--- src/rtl/tx_arb_pkg.sv ---
// tx_arb_pkg
// Shared types and constants for the TX arbiter slice.
//   tx_packet_t     : code presented to the TX packet encoder
//   HS_* codes      : encoding of the handshake responder's hs_type input
//   tx_arb_state_t  : arbiter sequencing states
//   tx_src_t        : which requester owns the packet currently in flight
//   *_DEFAULT       : default start timeout and inter-packet gap lengths
//   hs_code()       : maps hs_type to the packet code to send
package tx_arb_pkg;

   typedef enum logic [2:0] {
      NONE  = 3'b000,
      DATA  = 3'b001,
      ACK   = 3'b010,
      NAK   = 3'b011,
      STALL = 3'b100
   } tx_packet_t;

   localparam logic [1:0] HS_ACK   = 2'b00;
   localparam logic [1:0] HS_NAK   = 2'b01;
   localparam logic [1:0] HS_STALL = 2'b10;
   localparam logic [1:0] HS_RSVD  = 2'b11;

   typedef enum logic [1:0] {
      ST_IDLE,
      ST_ISSUE,
      ST_WAIT_END,
      ST_GAP
   } tx_arb_state_t;

   typedef enum logic {
      SRC_HS,
      SRC_DATA
   } tx_src_t;

   localparam int unsigned START_TIMEOUT_DEFAULT = 32;
   localparam int unsigned IPG_CYCLES_DEFAULT    = 16;

   // Smallest FIFO occupancy accepted for a DATA packet when the
   // pre-issue occupancy check is built in.
   localparam logic [6:0] MIN_DATA_OCC = 7'd2;

   // The reserved handshake code is sent as STALL so the host never sees
   // an undefined PID.
   function automatic tx_packet_t hs_code(input logic [1:0] hs_type);
      tx_packet_t code;
      case (hs_type)
         HS_ACK:   code = ACK;
         HS_NAK:   code = NAK;
         HS_STALL: code = STALL;
         default:  code = STALL;
      endcase
      return code;
   endfunction

endpackage

--- src/rtl/tx_arb_timer.sv ---
// tx_arb_timer
// 8-bit loadable down-counter that saturates at zero. One instance is shared
// by the arbiter's start timeout and its inter-packet gap.
// Ports:
//   clk, n_rst     : clock, asynchronous active-low reset
//   load, load_val : load the counter (load wins over dec)
//   dec            : decrement by one, holding at zero
//   zero           : counter currently equals zero
module tx_arb_timer (
   input  logic       clk,
   input  logic       n_rst,
   input  logic       load,
   input  logic [7:0] load_val,
   input  logic       dec,
   output logic       zero
);

   logic [7:0] count_q;
   logic [7:0] count_d;

   // Next count: a load overrides everything, otherwise step down and
   // stick at zero rather than wrapping to 255.
   always_comb begin
      count_d = count_q;
      if (load) begin
         count_d = load_val;
      end else if (dec && (count_q != 8'd0)) begin
         count_d = count_q - 8'd1;
      end
   end

   always_ff @(posedge clk or negedge n_rst) begin
      if (!n_rst) begin
         count_q <= 8'd0;
      end else begin
         count_q <= count_d;
      end
   end

   assign zero = (count_q == 8'd0);

endmodule

--- src/rtl/tx_arbiter.sv ---
// tx_arbiter
// Shares the TX packet encoder between the handshake responder (ACK/NAK/STALL)
// and the AHB data path (DATA). It presents the packet code, follows the
// encoder through TX_Transfer_Active/TX_Error, enforces a start timeout and an
// inter-packet gap, and returns exactly one done pulse per served request.
// Ports:
//   clk, n_rst                 : clock, asynchronous active-low reset
//   hs_req, hs_type            : handshake request level and type
//   data_req, buff_occ         : data request level and TX FIFO occupancy
//   TX_Transfer_Active         : encoder busy
//   TX_Error                   : encoder error pulse
//   TX_packet                  : packet code to the encoder (000 = none)
//   hs_done, data_done         : one-cycle completion pulses
//   xfer_err                   : failure flag, valid with a done pulse
//   tx_busy                    : arbiter is not idle
// Configuration:
//   TX_ARB_PRECHECK_EN : when defined, a data request with buff_occ < 2 is
//                        refused from IDLE with a data_done/xfer_err pulse
//                        instead of being sent to the encoder.
module tx_arbiter
   import tx_arb_pkg::*;
#(
   parameter int unsigned START_TIMEOUT = START_TIMEOUT_DEFAULT,
   parameter int unsigned IPG_CYCLES    = IPG_CYCLES_DEFAULT
) (
   input  logic       clk,
   input  logic       n_rst,
   input  logic       hs_req,
   input  logic [1:0] hs_type,
   input  logic       data_req,
   input  logic [6:0] buff_occ,
   input  logic       TX_Transfer_Active,
   input  logic       TX_Error,
   output logic [2:0] TX_packet,
   output logic       hs_done,
   output logic       data_done,
   output logic       xfer_err,
   output logic       tx_busy
);

   // The timer's zero flag is examined before the edge that would take it
   // below zero, so loading N-1 makes the timeout/gap last exactly N cycles.
   localparam logic [7:0] START_LOAD = 8'(START_TIMEOUT - 1);
   localparam logic [7:0] IPG_LOAD   = 8'(IPG_CYCLES - 1);

   tx_arb_state_t state_q, state_d;
   tx_packet_t    pkt_q, pkt_d;
   tx_src_t       src_q, src_d;
   logic          err_flag_q, err_flag_d;
   logic          hs_done_q, hs_done_d;
   logic          data_done_q, data_done_d;
   logic          xfer_err_q, xfer_err_d;

   tx_packet_t    tx_pkt;
   logic          tmr_load;
   logic [7:0]    tmr_load_val;
   logic          tmr_dec;
   logic          tmr_zero;
   logic          data_reject;

`ifdef TX_ARB_PRECHECK_EN
   assign data_reject = (buff_occ < MIN_DATA_OCC);
`else
   logic unused_buff_occ;
   assign unused_buff_occ = ^buff_occ;
   assign data_reject     = 1'b0;
`endif

   tx_arb_timer u_timer (
      .clk      (clk),
      .n_rst    (n_rst),
      .load     (tmr_load),
      .load_val (tmr_load_val),
      .dec      (tmr_dec),
      .zero     (tmr_zero)
   );

   // Next-state, timer control, done pulses and the encoder code.
   always_comb begin
      state_d      = state_q;
      pkt_d        = pkt_q;
      src_d        = src_q;
      err_flag_d   = err_flag_q;
      hs_done_d    = 1'b0;
      data_done_d  = 1'b0;
      xfer_err_d   = 1'b0;
      tmr_load     = 1'b0;
      tmr_load_val = START_LOAD;
      tmr_dec      = 1'b0;
      tx_pkt       = NONE;

      case (state_q)
         ST_IDLE: begin
            if (hs_req) begin
               pkt_d        = hs_code(hs_type);
               src_d        = SRC_HS;
               err_flag_d   = 1'b0;
               tmr_load     = 1'b1;
               tmr_load_val = START_LOAD;
               state_d      = ST_ISSUE;
            end else if (data_req) begin
               if (data_reject) begin
                  data_done_d  = 1'b1;
                  xfer_err_d   = 1'b1;
                  tmr_load     = 1'b1;
                  tmr_load_val = IPG_LOAD;
                  state_d      = ST_GAP;
               end else begin
                  pkt_d        = DATA;
                  src_d        = SRC_DATA;
                  err_flag_d   = 1'b0;
                  tmr_load     = 1'b1;
                  tmr_load_val = START_LOAD;
                  state_d      = ST_ISSUE;
               end
            end
         end

         ST_ISSUE: begin
            tx_pkt  = pkt_q;
            tmr_dec = 1'b1;
            if (TX_Transfer_Active) begin
               state_d = ST_WAIT_END;
            end else if (tmr_zero) begin
               hs_done_d    = (src_q == SRC_HS);
               data_done_d  = (src_q == SRC_DATA);
               xfer_err_d   = 1'b1;
               tmr_load     = 1'b1;
               tmr_load_val = IPG_LOAD;
               state_d      = ST_GAP;
            end
         end

         ST_WAIT_END: begin
            // Masking with Active means the encoder sees 000 in the very
            // cycle it drops busy, so it cannot re-launch the same packet.
            tx_pkt = TX_Transfer_Active ? pkt_q : NONE;
            if (TX_Error) begin
               err_flag_d = 1'b1;
            end
            if (!TX_Transfer_Active) begin
               hs_done_d    = (src_q == SRC_HS);
               data_done_d  = (src_q == SRC_DATA);
               xfer_err_d   = err_flag_q | TX_Error;
               tmr_load     = 1'b1;
               tmr_load_val = IPG_LOAD;
               state_d      = ST_GAP;
            end
         end

         ST_GAP: begin
            tmr_dec = 1'b1;
            if (tmr_zero) begin
               state_d = ST_IDLE;
            end
         end

         default: begin
            state_d = ST_IDLE;
         end
      endcase
   end

   always_ff @(posedge clk or negedge n_rst) begin
      if (!n_rst) begin
         state_q     <= ST_IDLE;
         pkt_q       <= NONE;
         src_q       <= SRC_HS;
         err_flag_q  <= 1'b0;
         hs_done_q   <= 1'b0;
         data_done_q <= 1'b0;
         xfer_err_q  <= 1'b0;
      end else begin
         state_q     <= state_d;
         pkt_q       <= pkt_d;
         src_q       <= src_d;
         err_flag_q  <= err_flag_d;
         hs_done_q   <= hs_done_d;
         data_done_q <= data_done_d;
         xfer_err_q  <= xfer_err_d;
      end
   end

   assign TX_packet = tx_pkt;
   assign hs_done   = hs_done_q;
   assign data_done = data_done_q;
   assign xfer_err  = xfer_err_q;
   assign tx_busy   = (state_q != ST_IDLE);

endmodule

--- config.mk ---
export PLATFORM = sky130hd
export DESIGN_NAME = tx_arbiter
export DESIGN_NICKNAME = d
export VERILOG_FILES = /design/src/rtl/tx_arb_pkg.sv /design/src/rtl/tx_arb_timer.sv /design/src/rtl/tx_arbiter.sv
export SDC_FILE = /design/constraint.sdc
export NUM_CORES = 1
export LEC_CHECK = 0
export BUFFER_PORTS_ARGS = -buffer_cell sky130_fd_sc_hd__buf_2
export CAP_MARGIN = 40
export CELL_PAD_IN_SITES_DETAIL_PLACEMENT = 0
export CELL_PAD_IN_SITES_GLOBAL_PLACEMENT = 1
export CORE_ASPECT_RATIO = 0.7
export CORE_UTILIZATION = 36
export CTS_CLUSTER_SIZE = 25
export DETAILED_ROUTE_END_ITERATION = 8
export PLACE_DENSITY_LB_ADDON = 0.1
export RECOVER_POWER = 25
export SYNTH_ARGS = -nofsm -noshare
export SYNTH_HDL_FRONTEND = slang
export SYNTH_SLANG_ARGS = --single-unit
--- constraint.sdc ---
create_clock -name clk -period 1.6 [get_ports clk]
set_input_delay 0 -clock clk [delete_from_list [all_inputs] [get_ports clk]]
set_output_delay 0 -clock clk [all_outputs]
set_load 0.03 [all_outputs]
==> impl_metrics.ini <==
[floorplanning]
dieArea_mm2 = 0.003093
die-height_um = 46.83
fp.dieW_um = 66.04
io_pins = 22
rows = 15
start_util_pct = 39.90
core-area_mm2 = 0.002590

[clocking]
numCtsBuffers = 3
cts_tree = yes
h-tree-depth = 1
cts_num_sinks = 18
clkLatencyLatePin_ps = 250
clock-root-buffer = clkbuf_8
clock_path_buffers = 2
clk_pin_slew_worst_paths_ps = 70

[drt]
vias = 987
firstDrtPassIters = 4
drc = 0
ant_nets = 0
drt-total-wl_mm = 2.926
drt-initial-drc-count = 77
drt-vias-per-instance = 5.062
avgRoutedWirePerCell_um = 15.01

[placement]
dp_cells = 181
dpl.hpwl_mm = 1.916
dp_slack_ps = -257.9
place_congestion = 0.8239
port_buffers = 14

[finish]
diodes = 0
fin_util_pct = 65.41
final_cell_mix = 30 x buf_4, 15 x dfrtp_1, 10 x buf_2
nNetsFinal = 185
layout_commonest_cell = buf_4
seqCellArea_um2 = 454.2
drive_above_1_share_pct = 51.55
area_growth_syn_to_layout_pct = 63.92
instances_no_fill = 195
multiInputGateArea_um2 = 732.0
nFillCells = 210

[timing]
hold_ws_ps = 12.08
tns_ps = -646.3
slew_headroom_pct = 31.10
timing.final.hold_violations = 0
max_freq_ghz = 0.5871
finalMaxSlewViolations = 0
setup_violations = 10
fin_skew_ps = 2.582
fin_crit_sh_pct = 106.5
worst_pin_slew_ps = 1034
layout_setup_ws_ps = -103.2
period_needed_ps = 1703
rsz0062_at_grt = true

[min_path]
hold_start = TX_Error
min_to = err_flag_q$_DFFE_PN0P_
hold_depth = 3
hp-class = in2reg

[logic_synthesis]
netlist.area_leader.share_pct = 43.58
synth_area_mm2 = 0.001033
syn_inst = 107
yosysTopAreaCell = dfrtp_1
yosysWarnings = 0
synth-seq-cells = 18
syn_area_per_cell_um2 = 9.659
synth_area_leaders = dfrtp_1 44%, ha_1 8.5%, a21oi_1 4.8%, nand2_1 3.6%, xor2_1 3.4%
ys_types = 33
syn_nets = 129
yosysSeqAreaShare_pct = 43.58

[critical_path]
cp_data_required_time_ps = 1740
r2r_slack_ps = -100
startpoint_type = flop
path_class = reg2reg
reg2regPathDepth = 7
timing.rr.start = u_timer.count_q[1]$_DFFE_PN0P_
worstPathArrival_ps = 1850
r2r_end = u_timer.count_q[5]$_DFFE_PN0P_
critPathMaxFanout = 5
worst_setup_path_end_kind = flop

[outcome]
outcome = finished with violations
violations = negative setup slack

[global_routing]
grt_pass1_vias = 940
gr-total-overflow = 0
grt_usage_pct = 21.48
grt_max_degree = 19
antenna_found_initial = 0
grt_pass1_wl_mm = 4.678

[flow_run]
cap_violations = 0

[power]
p_leak_nw = 0.7202
p_int_mw = 0.6338
power_switching_mw = 0.1727
combPwrFrac_pct = 3.9
p_clk_share_pct = 39.7
p_seq_share_pct = 56.4
p_sw_share_pct = 21.41
p_per_area_mw_per_mm2 = 476.1
ir_drop_uv = 359.1
cells by family (layout without fill, tap and decap cells):
family                     count (synthesis)  in the layout  share of synthesized area, %
and+or+nand+nor                           36             36                         20.34
adders and majority gates                  7              7                         8.474
DFF                                       18             18                         43.58
buffers and inverters                      9             63                         3.269
xor gates and xnor gates                   5              5                         4.237
AOI/OAI and AO/OA                         32             32                         20.10
sequential cells by signal (all words and copies together) (netlist names):
signal           cells
pkt_q                3
err_flag_q           1
u_timer.count_q      8
src_q                1
data_done            1
hs_done              1
state_q              2
xfer_err             1
synthesized netlist by cell type:
library cell  count
o31ai_1           3
or2_0             1
xor2_1            4
nand4_1           1
nor3b_1           2
nor2_1            6
or4_1             2
o2111ai_1         1
a2111oi_0         1
dfrtp_1          18
ha_1              7
nor2b_1           1
nand3_1           2
a21o_1            1
nor4_4            1
and2_1            2
or4_4             1
o211ai_1          2
or3b_2            1
or3b_4            1
o21ai_0           6
or2_2             1
a21boi_0          1
a21oi_1          10
inv_1             9
nand2_1          10
o211ai_2          1
a2bb2oi_1         1
nor3_1            4
o21ai_2           1
a31oi_1           3
xnor2_1           1
o41ai_1           1
layout make-up:
type | count | share of cell area [%]
multi-input cells | 80 | 43.21
repair buffers | 51 | 22.90
inverters | 9 | 2.142
flip-flops and latches | 18 | 26.81
clock buffers | 3 | 2.437
well taps | 34 | 2.511
power groups by stage:
stage	registers, mW	clock network (mW)	logic, mW
3_5_place_dp	0.464	0	0.0234
4_1_cts	0.455	0.328	0.0304
5_1_grt	0.455	0.339	0.0353
2_1_floorplan	0.464	0	0.00229
6_report	0.455	0.320	0.0316
3_3_place_gp	0.464	0	0.0228
worst max-delay path: stages (launching register included):
cell       delay [ps]
dfrtp_1           390
inv_2              80
ha_4              130
or3b_4            420
o2111ai_4         230
buf_6             130
xor2_1            150
nor2_1             50
how the worst max path moves through the flow:
stage                                    from  slack (ps)  depth (start not counted)                             end
2_1_floorplan  u_timer.count_q[0]$_DFFE_PN0P_           7                          6  u_timer.count_q[7]$_DFFE_PN0P_
3_3_place_gp   u_timer.count_q[1]$_DFFE_PN0P_        -250                          6  u_timer.count_q[4]$_DFFE_PN0P_
3_5_place_dp   u_timer.count_q[1]$_DFFE_PN0P_        -260                          6  u_timer.count_q[4]$_DFFE_PN0P_
4_1_cts        u_timer.count_q[1]$_DFFE_PN0P_         -80                          7  u_timer.count_q[5]$_DFFE_PN0P_
5_1_grt                state_q[1]$_DFFE_PN0P_        -170                          6  u_timer.count_q[7]$_DFFE_PN0P_
6_report       u_timer.count_q[1]$_DFFE_PN0P_        -100                          7  u_timer.count_q[5]$_DFFE_PN0P_
stage by stage:
| step | total power, mW | cell area, um^2 |
|---|---|---|
| finish | 0.8065 | 1694 |
| global route | 0.8289 | 1694 |
| CTS | 0.8132 | 1652 |
| detailed placement | 0.4869 | 1360 |
| global placement | 0.4863 | 1360 |
| floorplan | 0.4660 | 1052 |
timing repair:
item                                    4_1_cts  5_1_grt
endpoints found under the setup margin       12       16
endpoints found under the hold margin        20        0
gates resized for setup                      38       10
cloned                                        0        0
buffers inserted                              9        0
hold buffers                                  3        0
pin swaps                                     9       10
per-layer routing:
layer	up-vias	wire length (um)	track usage [%]
li1	497	-	-
met1	466	1489	29.19
met2	18	1268	32.24
met3	6	127	7.039
met4	0	40	8.085
met5	-	0	0
Power figures use the tool's default switching activity.
